--- config.mk ---
export PLATFORM = sky130hd
export DESIGN_NAME = ysyx_23060208_mem_arbiter
export DESIGN_NICKNAME = d
export VERILOG_FILES = /design/src/rtl/ysyx_23060208_mem_arbiter.sv
export SDC_FILE = /design/constraint.sdc
export NUM_CORES = 1
export LEC_CHECK = 0
export ABC_AREA = 1
export CAP_MARGIN = 10
export CORE_ASPECT_RATIO = 0.7
export CORE_MARGIN = 2
export CORE_UTILIZATION = 38
export CTS_CLUSTER_DIAMETER = 30
export DETAILED_ROUTE_END_ITERATION = 12
export GPL_TIMING_DRIVEN = 0
export PLACE_DENSITY = 0.84
export SYNTH_ARGS = -nofsm -noshare
export SYNTH_HDL_FRONTEND = slang
export SYNTH_SLANG_ARGS = --single-unit
--- constraint.sdc ---
create_clock -name clk -period 3.2 [get_ports clk]
set_input_delay 0.64 -clock clk [delete_from_list [all_inputs] [get_ports clk]]
set_output_delay 0.64 -clock clk [all_outputs]
set_load 0.02 [all_outputs]
--- src/rtl/ysyx_23060208_mem_arbiter.sv ---
// Shares one memory port between IFU reads and LSU loads/stores: round-robin on ties,
// a single transaction outstanding, responses forwarded straight to the owner.
module ysyx_23060208_mem_arbiter #(
  parameter int ADDR_WIDTH = 32,
  parameter int DATA_WIDTH = 32
) (
  input  logic                    clk,
  input  logic                    rst,

  input  logic                    ifu_req_valid,
  input  logic [ADDR_WIDTH-1:0]   ifu_req_addr,
  output logic                    ifu_req_ready,
  output logic                    ifu_resp_valid,
  output logic [DATA_WIDTH-1:0]   ifu_resp_rdata,

  input  logic                    lsu_req_valid,
  input  logic [ADDR_WIDTH-1:0]   lsu_req_addr,
  input  logic                    lsu_req_wen,
  input  logic [DATA_WIDTH-1:0]   lsu_req_wdata,
  input  logic [DATA_WIDTH/8-1:0] lsu_req_wstrb,
  output logic                    lsu_req_ready,
  output logic                    lsu_resp_valid,
  output logic [DATA_WIDTH-1:0]   lsu_resp_rdata,

  output logic                    mem_req_valid,
  output logic [ADDR_WIDTH-1:0]   mem_req_addr,
  output logic                    mem_req_wen,
  output logic [DATA_WIDTH-1:0]   mem_req_wdata,
  output logic [DATA_WIDTH/8-1:0] mem_req_wstrb,
  input  logic                    mem_req_ready,
  input  logic                    mem_resp_valid,
  input  logic [DATA_WIDTH-1:0]   mem_resp_rdata,

  output logic                    busy,
  output logic                    proto_err
);

  // state     | meaning
  // IDLE      | nothing outstanding; arbitrate and accept at most one request
  // ISSUE     | latched request presented on mem_req_*, waiting for mem_req_ready
  // WAIT_RESP | memory took the request, waiting for mem_resp_valid

  localparam int STRB_WIDTH = DATA_WIDTH / 8;

  typedef enum logic [1:0] {
    IDLE      = 2'd0,
    ISSUE     = 2'd1,
    WAIT_RESP = 2'd2
  } state_t;

  typedef enum logic {
    OWN_IFU = 1'b0,
    OWN_LSU = 1'b1
  } owner_t;

  state_t                  state;
  owner_t                  last_owner;
  logic [ADDR_WIDTH-1:0]   addr_q;
  logic                    wen_q;
  logic [DATA_WIDTH-1:0]   wdata_q;
  logic [STRB_WIDTH-1:0]   wstrb_q;
  logic                    mem_req_valid_q;
  logic                    busy_q;
  logic                    proto_err_q;

  logic                    pick_lsu;
  logic                    pick_ifu;
  logic                    grant_en;
  logic                    resp_fire;

  // last_owner doubles as the current owner while a transaction is open
  always_comb begin
    pick_lsu = lsu_req_valid && (!ifu_req_valid || (last_owner == OWN_IFU));
    pick_ifu = ifu_req_valid && !pick_lsu;
  end

  // readies are combinational on the inputs, so hold them off while in reset
  assign grant_en  = rst && (state == IDLE);
  assign resp_fire = (state == WAIT_RESP) && mem_resp_valid;

  assign ifu_req_ready  = grant_en && pick_ifu;
  assign lsu_req_ready  = grant_en && pick_lsu;

  assign ifu_resp_valid = resp_fire && (last_owner == OWN_IFU);
  assign lsu_resp_valid = resp_fire && (last_owner == OWN_LSU);
  assign ifu_resp_rdata = ifu_resp_valid ? mem_resp_rdata : '0;
  assign lsu_resp_rdata = (lsu_resp_valid && !wen_q) ? mem_resp_rdata : '0;

  assign mem_req_valid  = mem_req_valid_q;
  assign mem_req_addr   = addr_q;
  assign mem_req_wen    = wen_q;
  assign mem_req_wdata  = wdata_q;
  assign mem_req_wstrb  = wstrb_q;

  assign busy           = busy_q;
  assign proto_err      = proto_err_q;

  always_ff @(posedge clk or negedge rst) begin
    if (!rst) begin
      state           <= IDLE;
      last_owner      <= OWN_IFU;
      addr_q          <= '0;
      wen_q           <= 1'b0;
      wdata_q         <= '0;
      wstrb_q         <= '0;
      mem_req_valid_q <= 1'b0;
      busy_q          <= 1'b0;
      proto_err_q     <= 1'b0;
    end else begin
      case (state)
        IDLE: begin
          if (mem_resp_valid) proto_err_q <= 1'b1;
          if (pick_lsu || pick_ifu) begin
            last_owner      <= pick_lsu ? OWN_LSU : OWN_IFU;
            addr_q          <= pick_lsu ? lsu_req_addr : ifu_req_addr;
            wen_q           <= pick_lsu && lsu_req_wen;
            wdata_q         <= pick_lsu ? lsu_req_wdata : '0;
            wstrb_q         <= pick_lsu ? lsu_req_wstrb : '0;
            mem_req_valid_q <= 1'b1;
            busy_q          <= 1'b1;
            state           <= ISSUE;
          end
        end
        ISSUE: begin
          if (mem_resp_valid) proto_err_q <= 1'b1;
          if (mem_req_ready) begin
            mem_req_valid_q <= 1'b0;
            state           <= WAIT_RESP;
          end
        end
        WAIT_RESP: begin
          if (mem_resp_valid) begin
            busy_q <= 1'b0;
            state  <= IDLE;
          end
        end
        default: begin
          mem_req_valid_q <= 1'b0;
          busy_q          <= 1'b0;
          state           <= IDLE;
        end
      endcase
    end
  end

endmodule

==> impl_results.md <==
- Final RePlAce weighted congestion: 0.961
- Skew-Pair Late Insertion Delay: 330 ps
- Final routed DRC violation total: 0
- CTS tree: built
- Reg2Reg Depth: 7
- Top cells by area, synth: dfrtp_1 47%, nand2_1 17%, nand3_1 9.4%, inv_1 6.8%, nand3b_1 6.0%
- Worst-path fanout max: 10
- Period utilization: 96.5%
- All-Layer GR Usage: 24.8%
- Bufs and invs on worst path: 3
- RSZ-0062 raised after global routing: false
- CP arrival: 2450 ps
- Initial antenna violation count: 0
- Vias per cell: 4.78
- Hold Buf Count CTS: 0
- CP cell instances: clkdlybuf4s50_1 > nand3_1 > buf_2 > nor3_1 > clkdlybuf4s50_1
- Final WL: 14700 µm
- Overflow after GRT: 0
- Syn Inst Count: 552
- Power after layout: 5.91 mW
- Slew Viols, Final: 0
- Multi-input logic area: 1640 µm²
- Pre-CTS WS: -37.0 ps
- Final setup skew: 8.86 ps
- PortBufs: 277
- Worst setup path class: primary input to output pin
- # rows: 31
- Reg2reg end: mem_req_addr[10]$_DFFE_PN0P_
- First-pass GRT wire length: 22300 µm
- Net Count, Synth: 691
- Avg Inst Size Synth: 7.21 µm²
- Setup violators final: 0
- Via Count: 4674
- Area leader, netlist: dfrtp_1
- Slowest stage delay, CP: 630 ps
- Status: complete, no violations
- Detailed-placement wirelength estimate: 11800 µm
- Clock root buffer: clkbuf_16
- Final net count: 980
- Core area: 10300 µm²
- I/O pins: 279
- Detailed-router iteration count before antenna repair: 4
- Slew @ Worst Pin: 492 ps
- Hold_ws: 151 ps
- Met2 WL: 7480 µm
- M1 WL: 5920 µm
- Filler cells: 830
- Startpoint class of the critical path: primary input
- Initial Utilization: 38.7%
- Final hold vios: 0
- Clock transition at path regs: 70 ps
- Post-cts resize count: 1
- Routed len/inst: 15.0 µm
- Slowest cell on the critical path: clkdlybuf4s50_1
- DRT iter0 DRCs: 178
- Setup slack, reg-to-reg: 1690 ps
- H-tree depth: 3
- Yosys top cell area share: 47.1%
- Ys Warns: 0
- Core Util, Final: 70.6%
- Reg-to-reg startpoint: state[0]$_DFFE_PN0P_
- Layout Area Growth over Synthesis: 82.2%
- Min-Delay Path Class: primary input to async pin
- Antenna-violating nets left: 0
- Unique cell type count in the Yosys netlist: 18
- F_max: 324 MHz
- CP dominant cell by count: clkdlybuf4s50_1
- Worst Slack Setup Final: 110 ps
- Leak: 3.67 nW
- Vias in the first global route: 4384
- Chip Height: 89.6 µm
- Crit path required time: 2560 ps
- CP startpoint: mem_resp_valid
- Slew Limit Headroom: 67.2%
- Inserted Diodes: 0
- CP Capture Type: output pin
- Syn Std Cell Area: 3980 µm²
- Die area: 11300 µm²
- CTS sink count: 75
- Peak VDD IR: 0.567 mV
- Top Layer Used: met4
- Inserted Clock Buffers: 9
- Postcts setup bufs: 0
- Clock Tree Buf Depth: 2
- Met3 WL: 1070 µm
- Pin count of the biggest net entering global routing: 66
- Crit-path leading delay family: buffers and inverters
- Die X: 126 µm
- Number of max-cap violations: 0
- Layout cells sized above 1: 6.03%
- Sequential area share after synthesis: 47.1%
- Reg area: 1880 µm²
- PwrDens: 815 nW/µm²
- Post-route minimum period: 3090 ps
- Synthesized flop and latch total: 75
routing by layer:
layer,global-route usage [%],vias up
li1,-,2277
met1,29.7,2197
met2,44.6,187
met3,7.52,13
met4,5.69,0
met5,0,-
area by class of cell:
| type | count | share of cell area [%] |
|---|---|---|
| timing repair buffer | 278 | 38.8 |
| sequential | 75 | 25.9 |
| buffer | 38 | 2.45 |
| inverter | 76 | 3.93 |
| multi-input combinational | 363 | 22.6 |
| tap | 132 | 2.28 |
| clock buffer | 10 | 3.29 |
| clock inverter | 6 | 0.742 |
Yosys cell counts, drive strengths merged:
cell type / number
nand3b: 32
o21ai: 1
inv: 76
nor2: 37
o21bai: 1
nand3: 75
nor3: 32
nand4: 1
dfrtp: 75
buf: 28
nand2: 184
clkbuf: 10
where the power goes:
group | internal, mW | leakage (nW) | switching (mW)
sequential | 1.42 | 0.939 | 0.257
combinational | 1.39 | 2.59 | 1.86
clock | 0.562 | 0.142 | 0.425
total | 3.37 | 3.67 | 2.54
stage by stage:
stage          instance area [µm²]  TNS, ps  instances
2_1_floorplan                 3980        0        552
3_3_place_gp                  6920   -86470        961
3_5_place_dp                  6940    -37.0        962
4_1_cts                       7240        0        978
5_1_grt                       7250        0        978
6_report                      7250        0        978
worst register-to-register path: cells and delay by family (launching register included):
kind | cells | cell delay (ps)
DFF | 1 | 420
buffers and inverters | 3 | 410
and+or+nand+nor | 4 | 560
how the worst max path moves through the flow:
stage          depth (start not counted)            endpoint
5_1_grt                                5  lsu_resp_rdata[19]
6_report                               5  lsu_resp_rdata[13]
3_5_place_dp                           5  lsu_resp_rdata[14]
2_1_floorplan                          5       ifu_req_ready
3_3_place_gp                           4       ifu_req_ready
4_1_cts                                7       ifu_req_ready
cells by family after synthesis:
logic type | synth area share [%]
simple gates | 40.9
buf+inv | 11.6
flops | 47.1
compound gates | 0.314
cell usage in the layout, fill, tap and decap left out:
master / Yosys / final
clkdlybuf4s50_1: 0 / 268
nand2_1: 182 / 182
nand3_1: 75 / 75
dfrtp_1: 75 / 75
inv_1: 72 / 72
nor2_1: 34 / 34
nor3_1: 32 / 32
nand3b_1: 32 / 32
buf_2: 22 / 22
clkbuf_1: 10 / 10
clkbuf_16: 0 / 9
dlymetal6s2s_1: 0 / 7
inv_2: 4 / 4
buf_1: 4 / 4
buf_4: 2 / 3
inv_6: 0 / 3
nor2_2: 2 / 2
nand2_2: 2 / 2
nor2_4: 1 / 1
nand4_1: 1 / 1
o21ai_0: 1 / 1
o21bai_1: 1 / 1
clkbuf_8: 0 / 1
clkinvlp_4: 0 / 1
inv_8: 0 / 1
clkinv_4: 0 / 1
buf_16: 0 / 1
dlygate4sd2_1: 0 / 1
registers in the layout (all words and copies together) (netlist names):
signal	cells
mem_req_wstrb	4
mem_req_wen	1
mem_req_wdata	32
proto_err	1
mem_req_addr	32
mem_req_valid	1
state	2
busy	1
last_owner	1
(Power assumes the default switching activity.)
